File: config.mk
export PLATFORM = sky130hd
export DESIGN_NAME = led_pattern_sequencer
export DESIGN_NICKNAME = d
export VERILOG_FILES = /design/src/rtl/led_pattern_sequencer.sv
export SDC_FILE = /design/constraint.sdc
export NUM_CORES = 1
export LEC_CHECK = 0
export CAP_MARGIN = 20
export CORE_AREA = 8 8 76 78
export CTS_CLUSTER_SIZE = 40
export DETAILED_ROUTE_END_ITERATION = 10
export DIE_AREA = 0 0 84 86
export DONT_BUFFER_PORTS = 1
export GPL_TIMING_DRIVEN = 0
export PLACE_DENSITY = 0.79
export SLEW_MARGIN = 20
export SYNTH_ARGS = -nofsm -noshare
export SYNTH_HDL_FRONTEND = slang
export SYNTH_SLANG_ARGS = --single-unit
File: constraint.sdc
create_clock -name clk -period 5.13 [get_ports clk]
set_input_delay 0.513 -clock clk [delete_from_list [all_inputs] [get_ports clk]]
set_output_delay 0.513 -clock clk [all_outputs]
set_load 0.05 [all_outputs]
File: src/rtl/led_pattern_sequencer.sv
// ---------------------------------------------------------------------------
// led_pattern_sequencer
//
// Registered LED pattern engine for the five iCEstick user LEDs. A debounced
// push-button steps through five display modes (STATIC, CHASE, BOUNCE, BLINK,
// COUNT). A prescaler sets the pattern step rate. All outputs come straight
// from flip-flops, so there is no combinational path from btn to the pins.
//
// Ports:
//   clk    in   system clock (12 MHz oscillator)
//   rstn   in   asynchronous active-low reset
//   btn    in   raw push-button, active-high, asynchronous to clk
//   D1..D5 out  LED drives, D1 = pat[0] ... D5 = pat[4]
//   mode   out  current mode index (0..4), for debug and verification
// ---------------------------------------------------------------------------
module led_pattern_sequencer #(
  parameter int DIV        = 3000000,  // clk cycles per pattern step, >= 2
  parameter int DEB_CYCLES = 120000    // stable cycles to accept a level, >= 2
) (
  input  logic       clk,
  input  logic       rstn,
  input  logic       btn,
  output logic       D1,
  output logic       D2,
  output logic       D3,
  output logic       D4,
  output logic       D5,
  output logic [2:0] mode
);

  localparam int PW = $clog2(DIV);
  localparam int DW = $clog2(DEB_CYCLES);

  localparam logic [PW-1:0] PRE_LAST = PW'(DIV - 1);
  localparam logic [DW-1:0] DEB_LAST = DW'(DEB_CYCLES - 1);

  typedef enum logic [2:0] {
    MODE_STATIC = 3'd0,
    MODE_CHASE  = 3'd1,
    MODE_BOUNCE = 3'd2,
    MODE_BLINK  = 3'd3,
    MODE_COUNT  = 3'd4
  } mode_t;

  typedef enum logic {
    DIR_UP   = 1'b0,
    DIR_DOWN = 1'b1
  } dir_t;

  localparam logic [4:0] PAT_STATIC = 5'b11011;
  localparam logic [4:0] PAT_CHASE  = 5'b00001;
  localparam logic [4:0] PAT_BOUNCE = 5'b00001;
  localparam logic [4:0] PAT_BLINK  = 5'b11111;
  localparam logic [4:0] PAT_COUNT  = 5'b00000;

  // Mode sequence 0->1->2->3->4->0; anything else falls back to STATIC.
  function automatic logic [2:0] next_mode(input logic [2:0] m);
    case (m)
      MODE_STATIC: next_mode = MODE_CHASE;
      MODE_CHASE:  next_mode = MODE_BOUNCE;
      MODE_BOUNCE: next_mode = MODE_BLINK;
      MODE_BLINK:  next_mode = MODE_COUNT;
      MODE_COUNT:  next_mode = MODE_STATIC;
      default:     next_mode = MODE_STATIC;
    endcase
  endfunction

  // Pattern loaded on entry to a mode.
  function automatic logic [4:0] load_pattern(input logic [2:0] m);
    case (m)
      MODE_STATIC: load_pattern = PAT_STATIC;
      MODE_CHASE:  load_pattern = PAT_CHASE;
      MODE_BOUNCE: load_pattern = PAT_BOUNCE;
      MODE_BLINK:  load_pattern = PAT_BLINK;
      MODE_COUNT:  load_pattern = PAT_COUNT;
      default:     load_pattern = PAT_STATIC;
    endcase
  endfunction

  logic [PW-1:0] pre_cnt;
  logic          tick;
  logic          btn_meta;
  logic          btn_sync;
  logic          deb_level;
  logic          deb_prev;
  logic [DW-1:0] deb_cnt;
  logic          press;
  logic [4:0]    pat;
  dir_t          dir;
  logic [2:0]    mode_next;
  logic [4:0]    pat_next;
  dir_t          dir_next;

  assign tick  = (pre_cnt == PRE_LAST);
  // Rising edge of the debounced level; the one-cycle delay on deb_prev
  // means a held button yields exactly one event and release yields none.
  assign press = deb_level & ~deb_prev;

  // Step-rate prescaler; a press restarts it so the first step after a
  // mode change lands a full DIV cycles later.
  always_ff @(posedge clk or negedge rstn) begin
    if (!rstn) begin
      pre_cnt <= '0;
    end else if (press || tick) begin
      pre_cnt <= '0;
    end else begin
      pre_cnt <= pre_cnt + PW'(1);
    end
  end

  // Two-flop synchroniser for the asynchronous button input.
  always_ff @(posedge clk or negedge rstn) begin
    if (!rstn) begin
      btn_meta <= 1'b0;
      btn_sync <= 1'b0;
    end else begin
      btn_meta <= btn;
      btn_sync <= btn_meta;
    end
  end

  // Debouncer: a new level is accepted only after it has differed from the
  // current debounced level for DEB_CYCLES consecutive cycles.
  always_ff @(posedge clk or negedge rstn) begin
    if (!rstn) begin
      deb_level <= 1'b0;
      deb_prev  <= 1'b0;
      deb_cnt   <= '0;
    end else begin
      deb_prev <= deb_level;
      if (btn_sync != deb_level) begin
        if (deb_cnt == DEB_LAST) begin
          deb_level <= btn_sync;
          deb_cnt   <= '0;
        end else begin
          deb_cnt <= deb_cnt + DW'(1);
        end
      end else begin
        deb_cnt <= '0;
      end
    end
  end

  // Mode / pattern / direction next-state logic. Priority: illegal mode
  // recovery, then press (which swallows a coincident tick), then tick.
  always_comb begin
    mode_next = mode;
    pat_next  = pat;
    dir_next  = dir;
    if (mode > MODE_COUNT) begin
      mode_next = MODE_STATIC;
      pat_next  = PAT_STATIC;
      dir_next  = DIR_UP;
    end else if (press) begin
      mode_next = next_mode(mode);
      pat_next  = load_pattern(next_mode(mode));
      dir_next  = DIR_UP;
    end else if (tick) begin
      case (mode)
        MODE_CHASE: begin
          pat_next = {pat[3:0], pat[4]};
        end
        MODE_BOUNCE: begin
          // Turn around at each end so each end is shown for one tick.
          if (dir == DIR_UP) begin
            if (pat == 5'b10000) begin
              dir_next = DIR_DOWN;
              pat_next = 5'b01000;
            end else begin
              pat_next = {pat[3:0], 1'b0};
            end
          end else begin
            if (pat == 5'b00001) begin
              dir_next = DIR_UP;
              pat_next = 5'b00010;
            end else begin
              pat_next = {1'b0, pat[4:1]};
            end
          end
        end
        MODE_BLINK: begin
          pat_next = ~pat;
        end
        MODE_COUNT: begin
          pat_next = pat + 5'd1;
        end
        default: begin
          pat_next = pat;
        end
      endcase
    end else begin
      pat_next = pat;
    end
  end

  // Mode / pattern / direction state registers.
  always_ff @(posedge clk or negedge rstn) begin
    if (!rstn) begin
      mode <= MODE_STATIC;
      pat  <= PAT_STATIC;
      dir  <= DIR_UP;
    end else begin
      mode <= mode_next;
      pat  <= pat_next;
      dir  <= dir_next;
    end
  end

  assign D1 = pat[0];
  assign D2 = pat[1];
  assign D3 = pat[2];
  assign D4 = pat[3];
  assign D5 = pat[4];

endmodule

# After elaboration in Yosys (flattened, before gate mapping)
# Index checks and enable logic that the tools add are counted.
# totals
regBits,52
output_inout_bits,8
in_bits,3
# classes
mux,22
n_reduce_logical,10
bitwise,3
order_cmp,1
n_eq_ne,13
n_addsub,3
# op_table
cell,n
17-bit two-way mux,2
5-bit two-way mux,5
22-bit by 1-bit adder with 22-bit output (second input constant),1
22-bit == test (second input constant),1
22-bit two-way mux,1
5-bit case mux with 4 select lines,1
17-bit by 1-bit adder with 17-bit output (second input constant),1
17-bit == test (second input constant),1
5-bit case mux with 3 select lines,1
3-bit by 2-bit == test with 1-bit output (second input constant),4
3-bit case mux with 4 select lines,1
3-bit two-way mux,3
1-bit two-way mux,7
3-bit by 1-bit == test with 1-bit output (second input constant),2
3-bit == test (second input constant),2
2-bit AND reduction,3
3-bit nonzero test,2
6-bit nonzero test,1
5-bit by 1-bit adder with 5-bit output (second input constant),1
5-bit by 1-bit == test with 1-bit output (second input constant),1
5-bit == test (second input constant),1
5-bit inverter,1
4-bit two-way mux,1
3-bit greater-than comparator (second input constant),1
7 further kinds,7

# Logic depth before layout (Yosys ltp)
# logic_depth
ltp_word,9
depth_mapped,8
ltp_nobuf,7

# Worst setup path after synthesis
# No wires, ideal clock.
# synth_timing
path_kind,reg-to-reg
from,register pat[0]
to,register pat[0]
path_stages_with_launch,7
path_slack_ns,3.092
t_arrival_ns,1.956
period_less_slack_ns,2.038
required_ns,5.048
path_buffers,0
setup_ns,0.082
path_cell_list,dfstp_2 > ha_1 > nor4b_4 > and4b_4 > a2111oi_4 > nor3_1 > mux2_4
# synth_via
elab_chain_len,7
word_cells_on_any_way,9
# synth_lines
element,line,text
"start, declared",88,logic [4:0] pat;
"start signal, assigned",204,pat <= pat_next;
branches (longest 3 deep; another with 5-bit by 1-bit adder with 5-bit output),-,
5-bit case mux with 4 select lines (*),159,case (mode)
5-bit two-way mux (*),158,end else if (tick) begin
5-bit two-way mux (*),154,end else if (press) begin
5-bit two-way mux (*),150,if (mode > MODE_COUNT) begin
# Every way passes the cells marked *. The select of a mux whose other input is x is not followed.
# A chain may end at the register's enable or synchronous reset.

# Worst setup path in the final report
# Ends and elaborated chain as after synthesis.

==> flow_metrics.tcl <==
set metrics [dict create \
    status "finished, final reports clean" \
    antenna_left 0 \
    ys_warn_count 0 \
    path_buf_inv 0 \
    finClkSkew_ns 0.00451 \
    fp.dieArea_sq_mm 0.00722 \
    finalCritPeriodShare_pct 43.6 \
    fin_util_pct 66.6 \
    ys_seq_area_share_pct 45.7 \
    grt_pass1_vias 2024 \
    finalPower_mw 0.704 \
    tns_ns 0 \
    startpoint_type "register" \
    synth_edf_count 0 \
    path_clk_slew_ns 0.09 \
    crit_family "flip-flops" \
    final_cells 352 \
    clk_latency_ns 0.30 \
    first_pass_iters 4 \
    dp_cells 343 \
    cts_made_buffers 5 \
    max_cap_viol_count 0 \
    setup_viol 0 \
    cts-root-buf "clkbuf_8" \
    dieWidth_um 84 \
    clk_path_buf_depth 2 \
    async_flop_share_pct 100 \
    avgRoutedWirePerCell_um 16.4 \
    cp.required_ns 5.36 \
    port_buffers 0 \
    layout_min_cycle_time_ns 2.24 \
    final-max-slew-violation-count 0 \
    syn-cell-area_sq_mm 0.00286 \
    final_area_sq_mm 0.00306 \
    hpwl_um 3820 \
    leakagePower_nw 1.35 \
    cts_sinks 52 \
    worst_slew_pin_slew_ns 0.650 \
    ir_drop_mv 0.243 \
    yosysTopAreaCellShare_pct 42.0 \
    place_area_sq_mm 0.00293 \
    cts_htree_levels 2 \
    drc 0 \
    hold_viol_final 0 \
    io_pins 11 \
    yosysTopAreaCell "dfrtp_1" \
    syn_to_final_growth_pct 7.09 \
    synth.top_cells.by_area "dfrtp_1, nor2_1, xor2_1, xnor2_1, dfstp_2" \
    nNetsFinal 305 \
    core_area_sq_mm 0.00460 \
    syn_inst 289 \
    routed_via_density 6.03 \
    worst-r2r-cell-count 6 \
    cp_cell_sequence "ha_1 > nor4b_4 > and4b_4 > a2111oi_4 > nor3_1 > mux2_4" \
    end_kind "register" \
    fillerInstances 367 \
    dr_total_vias 2122 \
    drt_iter0_drc 127 \
    synth_cell_types 53 \
    post-synth-top-count-cell "nor2_1" \
    track_usage_pct 16.2 \
    crit_slowest_cell "dfstp_2" \
    crit_type "reg2reg" \
    r2r_setup_slack_ns 2.89 \
    rsz0062_at_grt "false" \
    slew_headroom_pct 56.7 \
    ys.flop_type "dfrtp_1" \
    routed_wl_um 5760 \
    place.gp.congestion 0.898 \
    antenna_cells 0 \
    power.density_mw_per_mm2 230 \
    drive_gt1_share_pct 11.7 \
    overflow 0 \
    cts_tree "yes" \
    max_stage_delay_ns 0.79 \
    synth_common_cells "nor2_1, dfrtp_1, xor2_1, xnor2_1, nand3_1" \
    critPathMaxFanout 9 \
    fmax_ghz 0.447 \
    ys_ff_latch 52 \
    antenna_found_initial 0 \
    initial_core_util_pct 62.2 \
    cts_setup_buffers 0 \
    synthesis.nets 297 \
    grt_pass1_wl_um 9700 \
    hp-class "in2async" \
    syn_area_per_cell_sq_um 9.90 \
    arrival_ns 2.47 \
    grt_max_degree 49 \
    crit_cells 6 \
    die_y_um 86 \
    rows 25 \
]
-- sequential cells by signal (all words and copies together), names as in the netlist --
name and flops:
mode 3, btn_sync 1, btn_meta 1, deb_prev 1, deb_level 1, dir 1, deb_cnt 17, pre_cnt 22
pat 5
-- cell usage in the layout, fill, tap and decap left out, types with 6 or more instances in the layout --
master	instances
inv_1	6
nor2_1	55
dfrtp_1	48
nand4_1	9
xnor2_1	19
buf_6	6
nor4_1	6
and3_1	9
nand2_1	15
a21oi_1	6
nand3_1	17
xor2_1	22
-- cells by family after synthesis --
| kind of cell | Yosys count | synth area share (%) |
|---|---|---|
| multiplexers | 5 | 2.06 |
| XOR/XNOR | 41 | 12.6 |
| adder cells (fa/ha/maj) | 5 | 2.19 |
| flip-flops | 52 | 45.7 |
| AO/OA/AOI/OAI | 28 | 7.44 |
| buffers and inverters | 19 | 4.33 |
| AND/OR/NAND/NOR | 139 | 25.8 |
-- layout make-up --
type / count / area, sq um / share of cell area (%)
Buffer: 13 / 101 / 3.31
Clock buffer: 6 / 72.6 / 2.37
Clock inverter: 2 / 35.0 / 1.14
Inverter: 6 / 22.5 / 0.735
Multi-Input combinational cell: 218 / 1430 / 46.7
Sequential cell: 52 / 1310 / 42.6
Tap cell: 54 / 67.6 / 2.21
Timing Repair Buffer: 1 / 27.5 / 0.899
-- per-layer routing --
| layer | vias up | global-route usage (%) | share of wire, % |
|---|---|---|---|
| li1 | 1019 | - | - |
| met1 | 1035 | 20.4 | 45 |
| met2 | 60 | 27.2 | 49 |
| met3 | 8 | 3.60 | 4.7 |
| met4 | 0 | 4.24 | 1.2 |
| met5 | - | 0 | 0 |
-- metrics by stage --
step / hold WS, ns / worst slack (ns)
after global placement: 0.220 / 2.94
final: 0.0405 / 2.89
after detailed placement: 0.219 / 2.92
after CTS: 0.0347 / 2.90
after floorplan: 0.217 / 3.09
after global routing: 0.0227 / 2.78
-- power by group --
part | total, mW | leakage [nW] | internal, mW | switching (mW)
Combinational | 0.0158 | 0.604 | 0.00497 | 0.0109
Clock | 0.273 | 0.0552 | 0.145 | 0.128
Sequential | 0.415 | 0.690 | 0.412 | 0.00226
-- timing repair --
action | 4_1_cts | 5_1_grt
resized for setup | 0 | 0
hold endpoints to repair | 48 | 0
hold buffers | 1 | 0
-- final timing paths --
| check | startpoint | end |
|---|---|---|
| min reg2reg | btn_meta | btn_sync |
| min | rstn | deb_cnt[9] |
| max in group asynchronous | rstn | pre_cnt[2] |
| max reg2reg | pat[0] | pat[0] |
| max | pat[0] | pat[0] |
| min in group clk | btn | btn_meta |
Note: power is estimated with default switching activity, not from simulation.
